==> config.mk <==
export PLATFORM = sky130hd
export DESIGN_NAME = mtl_bus_window_ctrl
export DESIGN_NICKNAME = d
export VERILOG_FILES = /design/src/rtl/mtl_bus_pkg.sv /design/src/rtl/mtl_sync_edge.sv /design/src/rtl/mtl_bus_window_ctrl.sv
export SDC_FILE = /design/constraint.sdc
export NUM_CORES = 1
export LEC_CHECK = 0
export ABC_CLOCK_PERIOD_IN_PS = 2750
export BUFFER_PORTS_ARGS = -buffer_cell sky130_fd_sc_hd__clkbuf_2
export CAP_MARGIN = 0
export CORE_UTILIZATION = 44
export DETAILED_ROUTE_END_ITERATION = 6
export GPL_TIMING_DRIVEN = 1
export PLACE_DENSITY = 0.77
export SLEW_MARGIN = 25
export SYNTH_ARGS = -nofsm -noshare
export SYNTH_HDL_FRONTEND = slang
export SYNTH_HIERARCHICAL = 1
export SYNTH_SLANG_ARGS = --single-unit
==> constraint.sdc <==
create_clock -name clk -period 2.75 [get_ports clk]
set_input_delay 0.1375 -clock clk [delete_from_list [all_inputs] [get_ports clk]]
set_output_delay 0.1375 -clock clk [all_outputs]
set_load 0.05 [all_outputs]
==> src/rtl/mtl_bus_pkg.sv <==
// Shared types, default window map and address-window decode helper for the MTL-1 bus window controller.
package mtl_bus_pkg;

  typedef enum logic [1:0] {
    ST_IDLE   = 2'd0,
    ST_ACCESS = 2'd1,
    ST_DONE   = 2'd2,
    ST_HOLD   = 2'd3
  } mtl_state_e;

  localparam int          MTL_MAX_AW   = 32;
  localparam int          DEF_NUM_WIN  = 4;
  localparam int          DEF_AW       = 16;
  localparam int          DEF_WAIT_W   = 4;
  localparam logic [63:0] DEF_WIN_BASE = 64'hF000_A000_1000_0000;
  localparam logic [63:0] DEF_WIN_MASK = 64'hF000_E000_F000_F000;
  localparam logic [15:0] DEF_WIN_WAIT = 16'h2100;
  localparam logic [3:0]  DEF_WIN_HSK  = 4'b1010;
  localparam int          DEF_TIMEOUT  = 255;

  // A window hits when every compared address bit equals the base bit.
  function automatic logic mtl_win_hit(input logic [MTL_MAX_AW-1:0] addr,
                                       input logic [MTL_MAX_AW-1:0] base,
                                       input logic [MTL_MAX_AW-1:0] mask);
    return (((addr ^ base) & mask) == {MTL_MAX_AW{1'b0}});
  endfunction

endpackage

==> src/rtl/mtl_sync_edge.sv <==
// Two-flop synchroniser for an asynchronous 6809 clock phase, with one-clock rise/fall pulses.
module mtl_sync_edge (
  input  logic clk,
  input  logic rst_n,
  input  logic async_in,
  output logic sync_out,
  output logic rise,
  output logic fall
);

  logic meta_r;
  logic sync_r;
  logic prev_r;

  // Synchroniser chain plus one delay stage for edge detection.
  always_ff @(posedge clk or negedge rst_n) begin
    if (!rst_n) begin
      meta_r <= 1'b0;
      sync_r <= 1'b0;
      prev_r <= 1'b0;
    end else begin
      meta_r <= async_in;
      sync_r <= meta_r;
      prev_r <= sync_r;
    end
  end

  assign sync_out = sync_r;
  assign rise     = sync_r & ~prev_r;
  assign fall     = ~sync_r & prev_r;

endmodule

==> src/rtl/mtl_bus_window_ctrl.sv <==
// 6809 E-cycle sequencer for the MTL-1 adapter: window decode, wait/handshake stretch, strobes, DBEN.
// Optional handshake watchdog and sticky bus error enabled by defining MTL_BUS_TIMEOUT_EN.
module mtl_bus_window_ctrl
  import mtl_bus_pkg::*;
#(
  parameter int                       NUM_WIN  = DEF_NUM_WIN,
  parameter int                       AW       = DEF_AW,
  parameter int                       WAIT_W   = DEF_WAIT_W,
  parameter logic [NUM_WIN*AW-1:0]     WIN_BASE = DEF_WIN_BASE,
  parameter logic [NUM_WIN*AW-1:0]     WIN_MASK = DEF_WIN_MASK,
  parameter logic [NUM_WIN*WAIT_W-1:0] WIN_WAIT = DEF_WIN_WAIT,
  parameter logic [NUM_WIN-1:0]        WIN_HSK  = DEF_WIN_HSK
`ifdef MTL_BUS_TIMEOUT_EN
  , parameter int                     TIMEOUT  = DEF_TIMEOUT
`endif
) (
  input  logic                 clk,
  input  logic                 i_reset,
  input  logic                 i_E,
  input  logic                 i_Q,
  input  logic                 i_RW,
  input  logic [AW-1:0]        i_ADDRESS,
  input  logic [7:0]           i_wdata,
  input  logic [NUM_WIN*8-1:0] i_win_rdata,
  input  logic [NUM_WIN-1:0]   i_win_ready,
  output logic [NUM_WIN-1:0]   o_win_sel,
  output logic                 o_win_rd,
  output logic                 o_win_wr,
  output logic [7:0]           o_wdata,
  output logic [7:0]           o_rdata,
  output logic                 o_rdata_oe,
  output logic                 o_MRDY,
  output logic                 o_DBEN,
  output logic                 o_bus_err
);

  mtl_state_e state_r, state_nxt_s;
  logic [NUM_WIN-1:0] sel_r, sel_nxt_s, hit_sel_s;
  logic [WAIT_W-1:0]  cnt_r, cnt_nxt_s, hit_wait_s;
  logic               rw_r, rw_nxt_s;
  logic               rd_r, rd_nxt_s, wr_r, wr_nxt_s;
  logic [7:0]         rdata_r, rdata_nxt_s, wdata_r, wdata_nxt_s, rdata_mux_s;
  logic               oe_r, oe_nxt_s, dben_r, dben_nxt_s;
  logic               hsk_wait_s, wait_s;
  logic [MTL_MAX_AW-1:0] addr_ext_s, base_ext_s, mask_ext_s;
  logic e_rise_s, e_fall_s, e_sync_unused_s;
  logic q_sync_unused_s, q_rise_unused_s, q_fall_unused_s;

  mtl_sync_edge u_sync_e (
    .clk      (clk),
    .rst_n    (i_reset),
    .async_in (i_E),
    .sync_out (e_sync_unused_s),
    .rise     (e_rise_s),
    .fall     (e_fall_s)
  );

  // Q is carried through a synchroniser for status visibility only.
  mtl_sync_edge u_sync_q (
    .clk      (clk),
    .rst_n    (i_reset),
    .async_in (i_Q),
    .sync_out (q_sync_unused_s),
    .rise     (q_rise_unused_s),
    .fall     (q_fall_unused_s)
  );

  // Address decode: scan high to low so the lowest matching window wins.
  always_comb begin
    hit_sel_s  = {NUM_WIN{1'b0}};
    hit_wait_s = {WAIT_W{1'b0}};
    addr_ext_s = {MTL_MAX_AW{1'b0}};
    base_ext_s = {MTL_MAX_AW{1'b0}};
    mask_ext_s = {MTL_MAX_AW{1'b0}};
    addr_ext_s[AW-1:0] = i_ADDRESS;
    for (int i = NUM_WIN - 1; i >= 0; i--) begin
      base_ext_s[AW-1:0] = WIN_BASE[i*AW +: AW];
      mask_ext_s[AW-1:0] = WIN_MASK[i*AW +: AW];
      if (mtl_win_hit(addr_ext_s, base_ext_s, mask_ext_s)) begin
        hit_sel_s  = NUM_WIN'(1) << i;
        hit_wait_s = WIN_WAIT[i*WAIT_W +: WAIT_W];
      end else begin
        hit_sel_s  = hit_sel_s;
        hit_wait_s = hit_wait_s;
      end
    end
  end

  // Per-window read mux and handshake status for the selected window.
  always_comb begin
    rdata_mux_s = 8'h00;
    for (int i = 0; i < NUM_WIN; i++) begin
      rdata_mux_s = rdata_mux_s | (sel_r[i] ? i_win_rdata[i*8 +: 8] : 8'h00);
    end
    hsk_wait_s = |(sel_r & WIN_HSK & ~i_win_ready);
    wait_s     = (cnt_r != {WAIT_W{1'b0}}) || hsk_wait_s;
  end

`ifdef MTL_BUS_TIMEOUT_EN
  localparam int WD_W = $clog2(TIMEOUT + 1);
  logic [WD_W-1:0] wd_r, wd_nxt_s;
  logic            err_r, err_nxt_s;
`endif

  // Cycle sequencer: next state and next values of every registered output.
  always_comb begin
    state_nxt_s = state_r;
    sel_nxt_s   = sel_r;
    cnt_nxt_s   = cnt_r;
    rw_nxt_s    = rw_r;
    rd_nxt_s    = 1'b0;
    wr_nxt_s    = 1'b0;
    rdata_nxt_s = rdata_r;
    wdata_nxt_s = wdata_r;
    oe_nxt_s    = oe_r;
    dben_nxt_s  = dben_r;
`ifdef MTL_BUS_TIMEOUT_EN
    wd_nxt_s    = wd_r;
    err_nxt_s   = err_r;
`endif
    case (state_r)
      ST_IDLE: begin
        if (e_rise_s && (hit_sel_s != {NUM_WIN{1'b0}})) begin
          state_nxt_s = ST_ACCESS;
          sel_nxt_s   = hit_sel_s;
          cnt_nxt_s   = hit_wait_s;
          rw_nxt_s    = i_RW;
`ifdef MTL_BUS_TIMEOUT_EN
          wd_nxt_s    = {WD_W{1'b0}};
`endif
        end else begin
          sel_nxt_s = {NUM_WIN{1'b0}};
        end
      end
      ST_ACCESS: begin
        if (e_fall_s) begin
          state_nxt_s = ST_IDLE;
          sel_nxt_s   = {NUM_WIN{1'b0}};
          cnt_nxt_s   = {WAIT_W{1'b0}};
        end else if (!wait_s) begin
          state_nxt_s = ST_DONE;
          rd_nxt_s    = rw_r;
          wr_nxt_s    = !rw_r;
          if (rw_r) begin
            rdata_nxt_s = rdata_mux_s;
          end else begin
            wdata_nxt_s = i_wdata;
          end
`ifdef MTL_BUS_TIMEOUT_EN
        end else if (wd_r == WD_W'(TIMEOUT - 1)) begin
          // Watchdog expiry: complete the cycle with dummy read data, never write.
          state_nxt_s = ST_DONE;
          rd_nxt_s    = rw_r;
          err_nxt_s   = 1'b1;
          cnt_nxt_s   = {WAIT_W{1'b0}};
          if (rw_r) begin
            rdata_nxt_s = 8'hFF;
          end else begin
            rdata_nxt_s = rdata_r;
          end
`endif
        end else begin
          cnt_nxt_s = (cnt_r != {WAIT_W{1'b0}}) ? cnt_r - WAIT_W'(1) : cnt_r;
`ifdef MTL_BUS_TIMEOUT_EN
          wd_nxt_s  = wd_r + WD_W'(1);
`endif
        end
      end
      ST_DONE: begin
        if (e_fall_s) begin
          state_nxt_s = ST_IDLE;
          sel_nxt_s   = {NUM_WIN{1'b0}};
        end else begin
          state_nxt_s = ST_HOLD;
          dben_nxt_s  = 1'b0;
          oe_nxt_s    = rw_r;
        end
      end
      ST_HOLD: begin
        if (e_fall_s) begin
          state_nxt_s = ST_IDLE;
          sel_nxt_s   = {NUM_WIN{1'b0}};
          cnt_nxt_s   = {WAIT_W{1'b0}};
          oe_nxt_s    = 1'b0;
          dben_nxt_s  = 1'b1;
        end else begin
          state_nxt_s = ST_HOLD;
        end
      end
      default: begin
        state_nxt_s = ST_IDLE;
        sel_nxt_s   = {NUM_WIN{1'b0}};
        cnt_nxt_s   = {WAIT_W{1'b0}};
        oe_nxt_s    = 1'b0;
        dben_nxt_s  = 1'b1;
      end
    endcase
  end

  // State and output registers.
  always_ff @(posedge clk or negedge i_reset) begin
    if (!i_reset) begin
      state_r <= ST_IDLE;
      sel_r   <= {NUM_WIN{1'b0}};
      cnt_r   <= {WAIT_W{1'b0}};
      rw_r    <= 1'b0;
      rd_r    <= 1'b0;
      wr_r    <= 1'b0;
      rdata_r <= 8'h00;
      wdata_r <= 8'h00;
      oe_r    <= 1'b0;
      dben_r  <= 1'b1;
`ifdef MTL_BUS_TIMEOUT_EN
      wd_r    <= {WD_W{1'b0}};
      err_r   <= 1'b0;
`endif
    end else begin
      state_r <= state_nxt_s;
      sel_r   <= sel_nxt_s;
      cnt_r   <= cnt_nxt_s;
      rw_r    <= rw_nxt_s;
      rd_r    <= rd_nxt_s;
      wr_r    <= wr_nxt_s;
      rdata_r <= rdata_nxt_s;
      wdata_r <= wdata_nxt_s;
      oe_r    <= oe_nxt_s;
      dben_r  <= dben_nxt_s;
`ifdef MTL_BUS_TIMEOUT_EN
      wd_r    <= wd_nxt_s;
      err_r   <= err_nxt_s;
`endif
    end
  end

  assign o_win_sel  = sel_r;
  assign o_win_rd   = rd_r;
  assign o_win_wr   = wr_r;
  assign o_wdata    = wdata_r;
  assign o_rdata    = rdata_r;
  assign o_rdata_oe = oe_r;
  assign o_DBEN     = dben_r;
  // MRDY follows the ready inputs directly so the strobe lands the clock after ready rises.
  assign o_MRDY     = !((state_r == ST_ACCESS) && wait_s);
`ifdef MTL_BUS_TIMEOUT_EN
  assign o_bus_err  = err_r;
`else
  assign o_bus_err  = 1'b0;
`endif

endmodule

==> impl_metrics.tcl, run 1 <==
set metrics [dict create \
    outcome "complete, no violations" \
    yosysWarnings 6 \
    cts.root.buffer_cell "sky130_fd_sc_hd__clkbuf_8" \
    regArea_um2 852 \
    drt_pass1_iterations 4 \
    pin_count 91 \
    critical_path.max_fanout 11 \
    n_fill_cell 336 \
    route.layer.met1.wl_um 1690 \
    post_route_design_area_um2 2190 \
    grt_start_max_net_pins 35 \
    drv_cap 0 \
    setup_viol_count_final 0 \
    synth-simple-area-share_pct 14.8 \
    layout_worst_path_cycle_share_pct 78.4 \
    hold_class "input port to flip-flop" \
    routedWlPerCell_um 13.5 \
    chipWidth_um 64.1 \
    slew_headroom_pct 45.7 \
    critical_r2r_launch "u_sync_e/sync_out" \
    yosys-mux-area-fraction_pct 7.24 \
    critPathMaxStageDelay_ns 0.56 \
    place.gp.congestion 0.726 \
    cts-root-to-sink-buffers 2 \
    reg2reg_depth 5 \
    post_drt_via_cell_ratio 5.26 \
    post_synth_edffs 0 \
    global_route.overflow_total 0 \
    cts.sinks 34 \
    cts-resized-gates 0 \
    leakage_nw 1.06 \
    fin_nets 291 \
    detailedRoute.firstIterationViolations 66 \
    placementRows 22 \
    area_delta_synth_final_pct 29.0 \
    synth_cell_types 44 \
    timing_hold_violations_final 0 \
    synth.net_count 219 \
    floorplan.initialDensity_pct 45.9 \
    n_antenna_cell 0 \
    clk_latency_ns 0.29 \
    route.detailed.drc 0 \
    timing.critical_path.arrival_ns 2.02 \
    timing.setup.tns_ns 0 \
    fraction_of_registers_with_async_set_reset_pct 100 \
    synth_top_family_by_area "compound AO/OA/AOI/OAI gates" \
    grt_util_all_layers_pct 19.5 \
    min_path_cells 2 \
    timing_max_transition_violations_final 0 \
    tightestPinTransition_ns 0.814 \
    ys_seq_elements 34 \
    drive_above_1_share_pct 42.0 \
    maxClockFrequency_mhz 464 \
    worst-r2r-setup-slack_ns 0.79 \
    syn-instance-count 153 \
    netlist.top_cell.by_area "sky130_fd_sc_hd__dfrtp_1" \
    synth_sequential_area_ratio_pct 50.3 \
    design.die.area_um2 4100 \
    rsz0062_at_grt "no" \
    worst_path_max_delay_cell "sky130_fd_sc_hd__dfrtp_1" \
    final_common_cell "sky130_fd_sc_hd__clkbuf_2" \
    highest-signal-layer "met4" \
    path_delay_family "simple AND/OR/NAND/NOR gates" \
    synth_top_cell_area_share_pct 48.7 \
    postRouteWirelength_um 3700 \
    synth-compound-area-share_pct 21.3 \
    r2r_end "o_wdata[7]" \
    fp.dieH_um 64.1 \
    critical_path_class "flip-flop to primary output" \
    core_region_area_um2 3690 \
    cts.reportedPaths.clkPinSlew_ns 0.07 \
    multi_input_area_um2 758 \
    detailroute.wirelength.met3_um 146 \
    timing.critical_path.required_ns 2.61 \
    antenna_found_initial 0 \
    synthXorXnorAreaFrac_pct 0.517 \
    hold_sp "i_wdata[6]" \
    synth.area.top_cells "sky130_fd_sc_hd__dfrtp_1, sky130_fd_sc_hd__mux2_1, sky130_fd_sc_hd__a22o_1, sky130_fd_sc_hd__a221oi_1, sky130_fd_sc_hd__a21oi_1" \
    global_route_wire_length_before_repair_um 6010 \
    dr_total_vias 1440 \
    critical_path.startpoint_type "flip-flop" \
    critPathBufInv 1 \
    route.met2.wl_um 1800 \
    irDropWorstVdd_uv 302 \
    placed_area_um2 2070 \
    synth_fa_ha_area_share_pct 0.739 \
    h-tree-depth 2 \
    power_density_nw_per_um2 1100 \
    fin_total_pwr_mw 2.42 \
    critical_path.cell_chain "nor2b_1 -> nor4_1 -> or3b_2 -> clkbuf_2" \
    clock_skew_ns 0.00409 \
    number_of_global_route_vias_before_repair 1334 \
    dpl.hpwl_um 2840 \
    syn-mean-instance-area_um2 11.1 \
    synth_flop_cell "sky130_fd_sc_hd__dfrtp_1" \
    endpoint_kind "primary output" \
    place.port_buffers 74 \
    tritoncts_clock_tree "yes" \
    whs_endpoint "o_wdata[6]" \
    period_needed_ns 2.16 \
    synth_area_um2 1690 \
    layout.cells.most_common_list "sky130_fd_sc_hd__clkbuf_2, sky130_fd_sc_hd__dfrtp_1, sky130_fd_sc_hd__a21oi_1" \
    cts_made_buffers 5 \
    detail-route-antenna-nets 0 \
]
flip-flops by register name (all words and copies together) (netlist names):
name and cells:
o_rdata 8, o_wdata 8, cnt_r 4, o_win_sel 4
state_r 2, o_DBEN 1, o_rdata_oe 1, o_win_rd 1
o_win_wr 1, rw_r 1, u_sync_e/meta_r 1, u_sync_e/prev_r 1
u_sync_e/sync_out 1
cells by family after synthesis:
kind of cell	Yosys count
AOI/OAI and AO/OA	50
and+or+nand+nor	37
DFF	34
buffers and inverters	18
muxes	11
adders and majority gates	1
other	1
xor gates and xnor gates	1
worst register-to-register path: cells and delay by family (launching register included):
kind	cells	cell delay [ns]
simple gates	4	1.11
mux	1	0.38
flops	1	0.36
Yosys cell counts, types with 2 or more instances:
cell                       number
sky130_fd_sc_hd__a21oi_1       13
sky130_fd_sc_hd__a221oi_1       8
sky130_fd_sc_hd__a22o_1         9
sky130_fd_sc_hd__a31oi_1        8
sky130_fd_sc_hd__and2_1         2
sky130_fd_sc_hd__buf_2          4
sky130_fd_sc_hd__clkbuf_1       6
sky130_fd_sc_hd__dfrtp_1       33
sky130_fd_sc_hd__inv_1          6
sky130_fd_sc_hd__mux2_1         8
sky130_fd_sc_hd__mux2_2         2
sky130_fd_sc_hd__nand2_1        8
sky130_fd_sc_hd__nand2b_1       2
sky130_fd_sc_hd__nor2_1         9
sky130_fd_sc_hd__nor2b_1        2
sky130_fd_sc_hd__nor3b_1        2
sky130_fd_sc_hd__o21ai_0        3
sky130_fd_sc_hd__or3b_2         2
per-stage QoR:
step | hold WS [ns] | cells | utilization, % | worst slack, ns
after detailed placement | 0.248 | 264 | 56.1 | 0.761
after global routing | 0.0652 | 274 | 59.3 | 0.506
after floorplan | -0.158 | 153 | - | 0.658
after global placement | 0.247 | 264 | 56.1 | 0.799
after CTS | 0.0634 | 274 | 59.3 | 0.597
final | 0.0675 | 274 | 59.3 | 0.595
power by group:
part           internal (mW)  total (mW)  switching (mW)  leakage [nW]
clock network          0.201       0.385           0.184        0.0472
registers              0.682       0.852           0.170         0.420
logic                  0.351        1.18           0.828         0.595
total                   1.23        2.42            1.18          1.06
how the worst max path moves through the flow:
stage	from	endpoint	slack [ns]	cells after the start
after floorplan	o_win_sel[3]	o_wdata[0]	0.66	6
after global placement	u_sync_e/sync_out	o_wdata[4]	0.80	5
after detailed placement	u_sync_e/sync_out	o_wdata[7]	0.76	5
after CTS	o_win_sel[3]	o_MRDY	0.60	4
after global routing	o_win_sel[3]	o_MRDY	0.51	4
final	o_win_sel[3]	o_MRDY	0.59	4
layer usage:
metal | track usage, % | up-vias
met3 | 4.46 | 5
met4 | 8.52 | 0
li1 | - | 709
met2 | 31.8 | 35
met5 | 0 | -
met1 | 24.6 | 691
repair_timing:
action	in CTS	in global routing
buffers inserted	0	0
hold buffers	2	0
endpoints found under the hold margin	34	0
area by class of cell:
cell class / count / share of cell area (%)
repair buffers: 77 / 18.2
well taps: 48 / 2.75
clock buffers: 6 / 3.78
multi-input cells: 101 / 34.7
inverters: 6 / 1.03
flip-flops and latches: 34 / 39.0
clock inverters: 2 / 0.572
(Power assumes the default switching activity.)
==> run 2: changes to the inputs <==
Settings changed: ABC_AREA from default to 1, ABC_CLOCK_PERIOD_IN_PS 2750 to 1800, CORE_UTILIZATION 44 to 41, PLACE_DENSITY 0.77 to 0.74.
Clock period 2.75 ns to 1.8 ns, I/O delays scaled along.
==> run 2 against run 1 <==
  * Final area rose by 6.7%
  * Total power up 56%
  * Clock power rose by 75%
  * Critical path type unchanged
  * Highest routed layer unchanged
==> impl_metrics.tcl, run 2 <==
set metrics [dict create \
    cts.reportedPaths.clkPinSlew_ns 0.07 \
    clock_skew_ns 0.00561 \
    dpl.hpwl_um 2980 \
    routedWlPerCell_um 11.1 \
    rsz0062_at_grt "no" \
    hold-worst-slack_ns 0.00673 \
    globalRouteMet2Util_pct 33.2 \
    grt_start_max_net_pins 35 \
    timing.critical_path.arrival_ns 1.49 \
    critical_path.max_fanout 3 \
    synth.top_cells.by_count "sky130_fd_sc_hd__nand2_1, sky130_fd_sc_hd__dfrtp_1, sky130_fd_sc_hd__inv_1, sky130_fd_sc_hd__nand3_1, sky130_fd_sc_hd__nor2_1" \
    worst_path_max_delay_cell "sky130_fd_sc_hd__dfrtp_1" \
    synth.area.top_cells "sky130_fd_sc_hd__dfrtp_1, sky130_fd_sc_hd__nand2_1, sky130_fd_sc_hd__nand3_1, sky130_fd_sc_hd__o21ai_2, sky130_fd_sc_hd__inv_1" \
    timing_max_transition_violations_final 0 \
    timing.critical_path.required_ns 1.71 \
    endpoint_kind "primary output" \
    antenna_found_initial 0 \
    irDropWorstVdd_uv 857 \
    place.port_buffers 74 \
    final_common_cell "sky130_fd_sc_hd__nand2_1" \
    route.detailed.drc 0 \
    tightestPinTransition_ns 0.823 \
    layout_worst_path_cycle_share_pct 87.9 \
    syn-instance-count 219 \
    grt-busiest-layer "met2" \
    pin_count 91 \
    critical_path_class "flip-flop to primary output" \
    global_route.overflow_total 0 \
    synth_sequential_area_ratio_pct 48.5 \
    drt_pass1_iterations 4 \
    drv_cap 0 \
    synth.net_count 285 \
    post-route-worst-setup-slack_ns 0.217 \
    leakage_nw 1.29 \
    critPathMaxStageDelay_ns 0.39 \
    postRouteWirelength_um 3910 \
    worst-r2r-setup-slack_ns 0.28 \
    synth_top_cell_area_share_pct 47.0 \
    critPathBufInv 2 \
    maxClockFrequency_mhz 632 \
    hold_class "input port to flip-flop" \
    critical_path.startpoint_type "flip-flop" \
    critical_r2r_launch "u_sync_e/sync_out" \
    timing_hold_violations_final 0 \
    place.gp.congestion 0.821 \
    period_needed_ns 1.58 \
    layout.cells.most_common_list "sky130_fd_sc_hd__nand2_1, sky130_fd_sc_hd__clkbuf_2, sky130_fd_sc_hd__dfrtp_1" \
    regArea_um2 852 \
    multi_input_area_um2 773 \
    synth_area_um2 1760 \
    tritoncts_clock_tree "yes" \
    dr_total_vias 1657 \
    post_drt_via_cell_ratio 4.69 \
    n_fill_cell 394 \
    n_antenna_cell 0 \
    fin_nets 368 \
    cts.root.buffer_cell "sky130_fd_sc_hd__clkbuf_8" \
    h-tree-depth 2 \
    detail-route-antenna-nets 0 \
    setup_viol_count_final 0 \
    timing.setup.tns_ns 0 \
    r2r_end "cnt_r[2]" \
    placementRows 23 \
    core_region_area_um2 4060 \
    synth_flop_cell "sky130_fd_sc_hd__dfrtp_1" \
    path_delay_family "flip-flops" \
    post_synth_edffs 0 \
    hold_sp "i_wdata[4]" \
    syn-mean-instance-area_um2 8.03 \
    chipWidth_um 67.5 \
    fp.dieH_um 67.5 \
    global_route_wire_length_before_repair_um 6330 \
    number_of_global_route_vias_before_repair 1492 \
    yosysWarnings 6 \
    synthMostInstantiatedCell "sky130_fd_sc_hd__nand2_1" \
    detailedRoute.firstIterationViolations 53 \
    reg2reg_depth 8 \
    min_path_cells 3 \
    netlist.top_cell.by_area "sky130_fd_sc_hd__dfrtp_1" \
    floorplan.initialDensity_pct 43.3 \
    synth_cell_types 28 \
    design.die.area_um2 4550 \
    cts_made_buffers 5 \
    outcome "complete, no violations" \
    ys_seq_elements 34 \
    grt_util_all_layers_pct 19.2 \
    groute.layer.met1.usage_pct 22.2 \
    use_met3_pct 5.24 \
    drive_above_1_share_pct 35.3 \
    critical_path.cell_chain "inv_1 -> ha_1 -> nand2_2 -> o21ai_1 -> clkbuf_2" \
    power_density_nw_per_um2 1620 \
    clk_latency_ns 0.28 \
    cts-root-to-sink-buffers 2 \
    utilization_pct 57.5 \
    area_delta_synth_final_pct 32.7 \
    slew_headroom_pct 45.2 \
    cts.sinks 34 \
    fraction_of_registers_with_async_set_reset_pct 100 \
    whs_endpoint "o_wdata[4]" \
    dp_worst_setup_slack_ns 0.241 \
]
==> run 2: cell types whose count changed after synthesis, sizes merged, moves of 3 or more <==
cell,previous run,this run
clkbuf,6,2
inv,6,21
a221oi,8,0
o21ai,3,19
nor2,9,15
mux2,10,0
a21oi,13,10
nor2b,3,0
nand2,8,84
a22o,9,0
a31oi,8,0
nand3,1,21
==> run 2: report_power, final <==
group,leakage [nW],total [mW],internal (mW),switching (mW)
logic,0.793,1.90,0.498,1.40
registers,0.441,1.21,1.03,0.180
clock network,0.0579,0.672,0.407,0.265
total,1.29,3.77,1.93,1.84
==> run 2: cells by family after synthesis <==
group | share of synthesized area, %
AO/OA/AOI/OAI | 11.0
adder cells (fa/ha/maj) | 0.712
AND/OR/NAND/NOR | 31.4
buffers and inverters | 7.69
other | 0.213
flip-flops | 48.5
multiplexers | 0.569
==> run 2: cell type report <==
| cell class | count | area share (%) |
|---|---|---|
| clock buffers | 5 | 2.95 |
| clock inverters | 3 | 1.72 |
| well taps | 50 | 2.68 |
| multi-input cells | 157 | 33.2 |
| inverters | 22 | 3.86 |
| repair buffers | 82 | 19.1 |
| flip-flops and latches | 34 | 36.5 |
==> run 2: repair_timing <==
action,CTS,global route
endpoints found under the setup margin,0,2
buffers inserted,0,0
hold buffers,6,0
resized for setup,0,1
hold endpoints to repair,38,0
==> run 2: how the worst max path moves through the flow <==
stage,from,endpoint,slack (ns),depth (start not counted)
3_3_place_gp,cnt_r[0],o_rdata[1],0.29,7
4_1_cts,cnt_r[0],o_MRDY,0.18,5
2_1_floorplan,o_win_sel[1],o_MRDY,0.08,4
5_1_grt,cnt_r[0],o_MRDY,0.10,5
3_5_place_dp,u_sync_e/sync_out,cnt_r[2],0.24,8
6_report,cnt_r[0],o_MRDY,0.22,5
==> run 2: per-layer routing <==
layer / wire length [um] / vias to the layer above
met3: 231 / 4
met4: 56 / 0
li1: - / 854
met5: 0 / -
met1: 1750 / 738
met2: 1880 / 61
==> run 2: worst register-to-register path: stages, from the launching register on <==
cell and delay (ns):
sky130_fd_sc_hd__dfrtp_1 0.41, sky130_fd_sc_hd__nor2_2 0.19, sky130_fd_sc_hd__inv_1 0.16, sky130_fd_sc_hd__nand2_4 0.14
sky130_fd_sc_hd__nor2_1 0.06, sky130_fd_sc_hd__nor2_2 0.18, sky130_fd_sc_hd__nand2_1 0.14, sky130_fd_sc_hd__nand2_1 0.09
sky130_fd_sc_hd__nand2_1 0.05
==> run 2: stage by stage <==
| step | cells | total power [mW] | instance area, um^2 |
|---|---|---|---|
| floorplan | 219 | 2.68 | 1760 |
| global route | 353 | 4.05 | 2330 |
| global placement | 339 | 3.07 | 2160 |
| detailed placement | 339 | 3.11 | 2160 |
| finish | 353 | 3.77 | 2330 |
| CTS | 353 | 3.81 | 2330 |
==> run 3: changes to the inputs <==
Settings changed: CORE_ASPECT_RATIO from default to 1.1.
==> run 3 against run 2 <==
  * Via count grew 3.4%
  * Critical endpoint unchanged
  * Clock power shrank 13%
  * Clock skew grew 0.0021 ns
  * Critical path type unchanged
  * Sequential cell count is the same
==> impl_metrics.tcl, run 3 (synthesis gave the netlist of run 2 again) <==
set metrics [dict create \
    critical_path.cell_chain "inv_1 -> ha_1 -> nand2_2 -> o21ai_1 -> clkbuf_2" \
    layout_worst_path_cycle_share_pct 90.2 \
    postRouteWirelength_um 3970 \
    core_region_area_um2 4020 \
    cts-resized-gates 0 \
    critical_path.max_fanout 3 \
    global_route.overflow_total 0 \
    fin_nets 368 \
    timing.critical_path.arrival_ns 1.53 \
    area_delta_synth_final_pct 31.9 \
    place.port_buffers 74 \
    post_drt_via_cell_ratio 4.83 \
    pin_count 91 \
    clk_latency_ns 0.28 \
    routedWlPerCell_um 11.2 \
    critical_path_class "flip-flop to primary output" \
    hold_class "input port to flip-flop" \
    place.gp.congestion 0.813 \
    period_needed_ns 1.62 \
    grt_util_all_layers_pct 18.9 \
    floorplan.initialDensity_pct 43.7 \
    cts.sinks 34 \
    route.layer.met1.wl_um 1660 \
    timing.critical_path.required_ns 1.71 \
    global_route_wire_length_before_repair_um 6750 \
    fp.dieH_um 70.7 \
    maxClockFrequency_mhz 616 \
    cts.root.buffer_cell "sky130_fd_sc_hd__clkbuf_8" \
    tritoncts_clock_tree "yes" \
    antenna_found_initial 0 \
    post_cts.repair.setup_buffers 0 \
    critPathMaxStageDelay_ns 0.40 \
    dr_total_vias 1714 \
    irDropWorstVdd_uv 783 \
    detailedRoute.firstIterationViolations 51 \
    detail-route-antenna-nets 0 \
    drive_above_1_share_pct 35.0 \
    tightestPinTransition_ns 0.818 \
    power_density_nw_per_um2 1590 \
    n_fill_cell 418 \
    drt_pass1_iterations 4 \
    timing_max_transition_violations_final 0 \
    leakage_nw 1.28 \
    endpoint_kind "primary output" \
    layout.cells.most_common_list "sky130_fd_sc_hd__nand2_1, sky130_fd_sc_hd__clkbuf_2, sky130_fd_sc_hd__dfrtp_1" \
    final_common_cell "sky130_fd_sc_hd__nand2_1" \
    power_switching_mw 1.85 \
    drv_cap 0 \
    worst-r2r-setup-slack_ns 0.23 \
    share_seq_of_total_power_pct 32.7 \
    detailroute.wirelength.met3_um 330 \
    setup_viol_count_final 0 \
    outcome "complete, no violations" \
    post_layout_instance_count_excluding_filler_cells 355 \
    slew_headroom_pct 45.5 \
    cts_made_buffers 5 \
    critical_path.startpoint_type "flip-flop" \
    route.met2.wl_um 1960 \
    p_clk_share_pct 15.9 \
    cts-root-to-sink-buffers 2 \
    n_antenna_cell 0 \
    cts.reportedPaths.clkPinSlew_ns 0.07 \
    placed_cells 341 \
    clock_skew_ns 0.00766 \
    timing_hold_violations_final 0 \
    grt_start_max_net_pins 35 \
    highest-signal-layer "met4" \
    number_of_global_route_vias_before_repair 1624 \
    design.die.area_um2 4550 \
    chipWidth_um 64.4 \
    combinationalPowerShare_pct 51.5 \
    placementRows 24 \
    route.detailed.drc 0 \
    power.internal_mw 1.83 \
    h-tree-depth 2 \
    worst_path_max_delay_cell "sky130_fd_sc_hd__dfrtp_1" \
    rsz0062_at_grt "no" \
    timing.setup.tns_ns 0 \
    dpl.hpwl_um 3000 \
    sw_frac_of_total_pct 50.3 \
]
==> run 3: cell types whose count changed in the layout (fill, tap and decap cells not counted), sizes merged <==
cell | before | now
bufinv | 1 | 0
clkbuf | 79 | 80
clkinv | 3 | 2
clkinvlp | 0 | 1
==> run 3: critical path: cells and delay by family, from the launching register on <==
| kind | cells | cell delay (ns) |
|---|---|---|
| flops | 1 | 0.40 |
| buf+inv | 2 | 0.40 |
| fa+ha+maj | 1 | 0.20 |
| compound gates | 1 | 0.15 |
| simple gates | 1 | 0.09 |
==> run 3: power by group through the flow <==
stage | clock network, mW | registers (mW) | logic (mW)
2_1_floorplan | 0 | 1.86 | 0.823
3_3_place_gp | 0 | 1.21 | 1.87
5_1_grt | 0.637 | 1.24 | 2.06
6_report | 0.584 | 1.20 | 1.90
4_1_cts | 0.601 | 1.20 | 1.91
3_5_place_dp | 0 | 1.21 | 1.90
==> run 3: metrics by stage <==
stage | hold WS (ns) | instance area, um^2 | worst slack (ns) | power (mW) | utilization (%)
3_3_place_gp | 0.200 | 2160 | 0.259 | 3.07 | 53.8
5_1_grt | 0.0144 | 2320 | 0.0626 | 3.94 | 57.6
2_1_floorplan | -0.206 | 1760 | 0.0760 | 2.68 | -
6_report | 0.00476 | 2320 | 0.177 | 3.68 | 57.6
3_5_place_dp | 0.201 | 2160 | 0.236 | 3.11 | 53.8
4_1_cts | 0.00357 | 2320 | 0.156 | 3.72 | 57.6
==> run 3: path summary, 6_finish.rpt <==
| kind | start | to | depth (start not counted) |
|---|---|---|---|
| worst max-delay path | cnt_r[0] | o_MRDY | 5 |
| worst min-delay path | i_wdata[1] | o_wdata[1] | 3 |
| worst max register to register | u_sync_e/sync_out | cnt_r[0] | 8 |
| worst min register to register | u_sync_e/meta_r | u_sync_e/sync_out | 0 |
| max in group asynchronous | i_reset | u_sync_e/meta_r | 2 |
| min in group asynchronous | i_reset | cnt_r[2] | 2 |
==> run 3: layout make-up <==
cell class	instances	area (um^2)	share of cell area, %
clock inverters	2	12.5	0.540
repair buffers	82	445	19.2
clock buffers	6	82.6	3.56
inverters	22	90.1	3.89
well taps	52	65.1	2.81
multi-input cells	157	771	33.2
flip-flops and latches	34	852	36.8
==> run 3: repair_timing <==
action,in CTS,in global routing
hold buffers,6,0
endpoints found under the hold margin,38,0
endpoints found under the setup margin,0,0
==> run 3: layer usage <==
layer  track usage [%]  up-vias
li1                  -      857
met1              21.3      780
met2              34.9       75
met3              5.32        2
met4              4.44        0
met5                 0        -
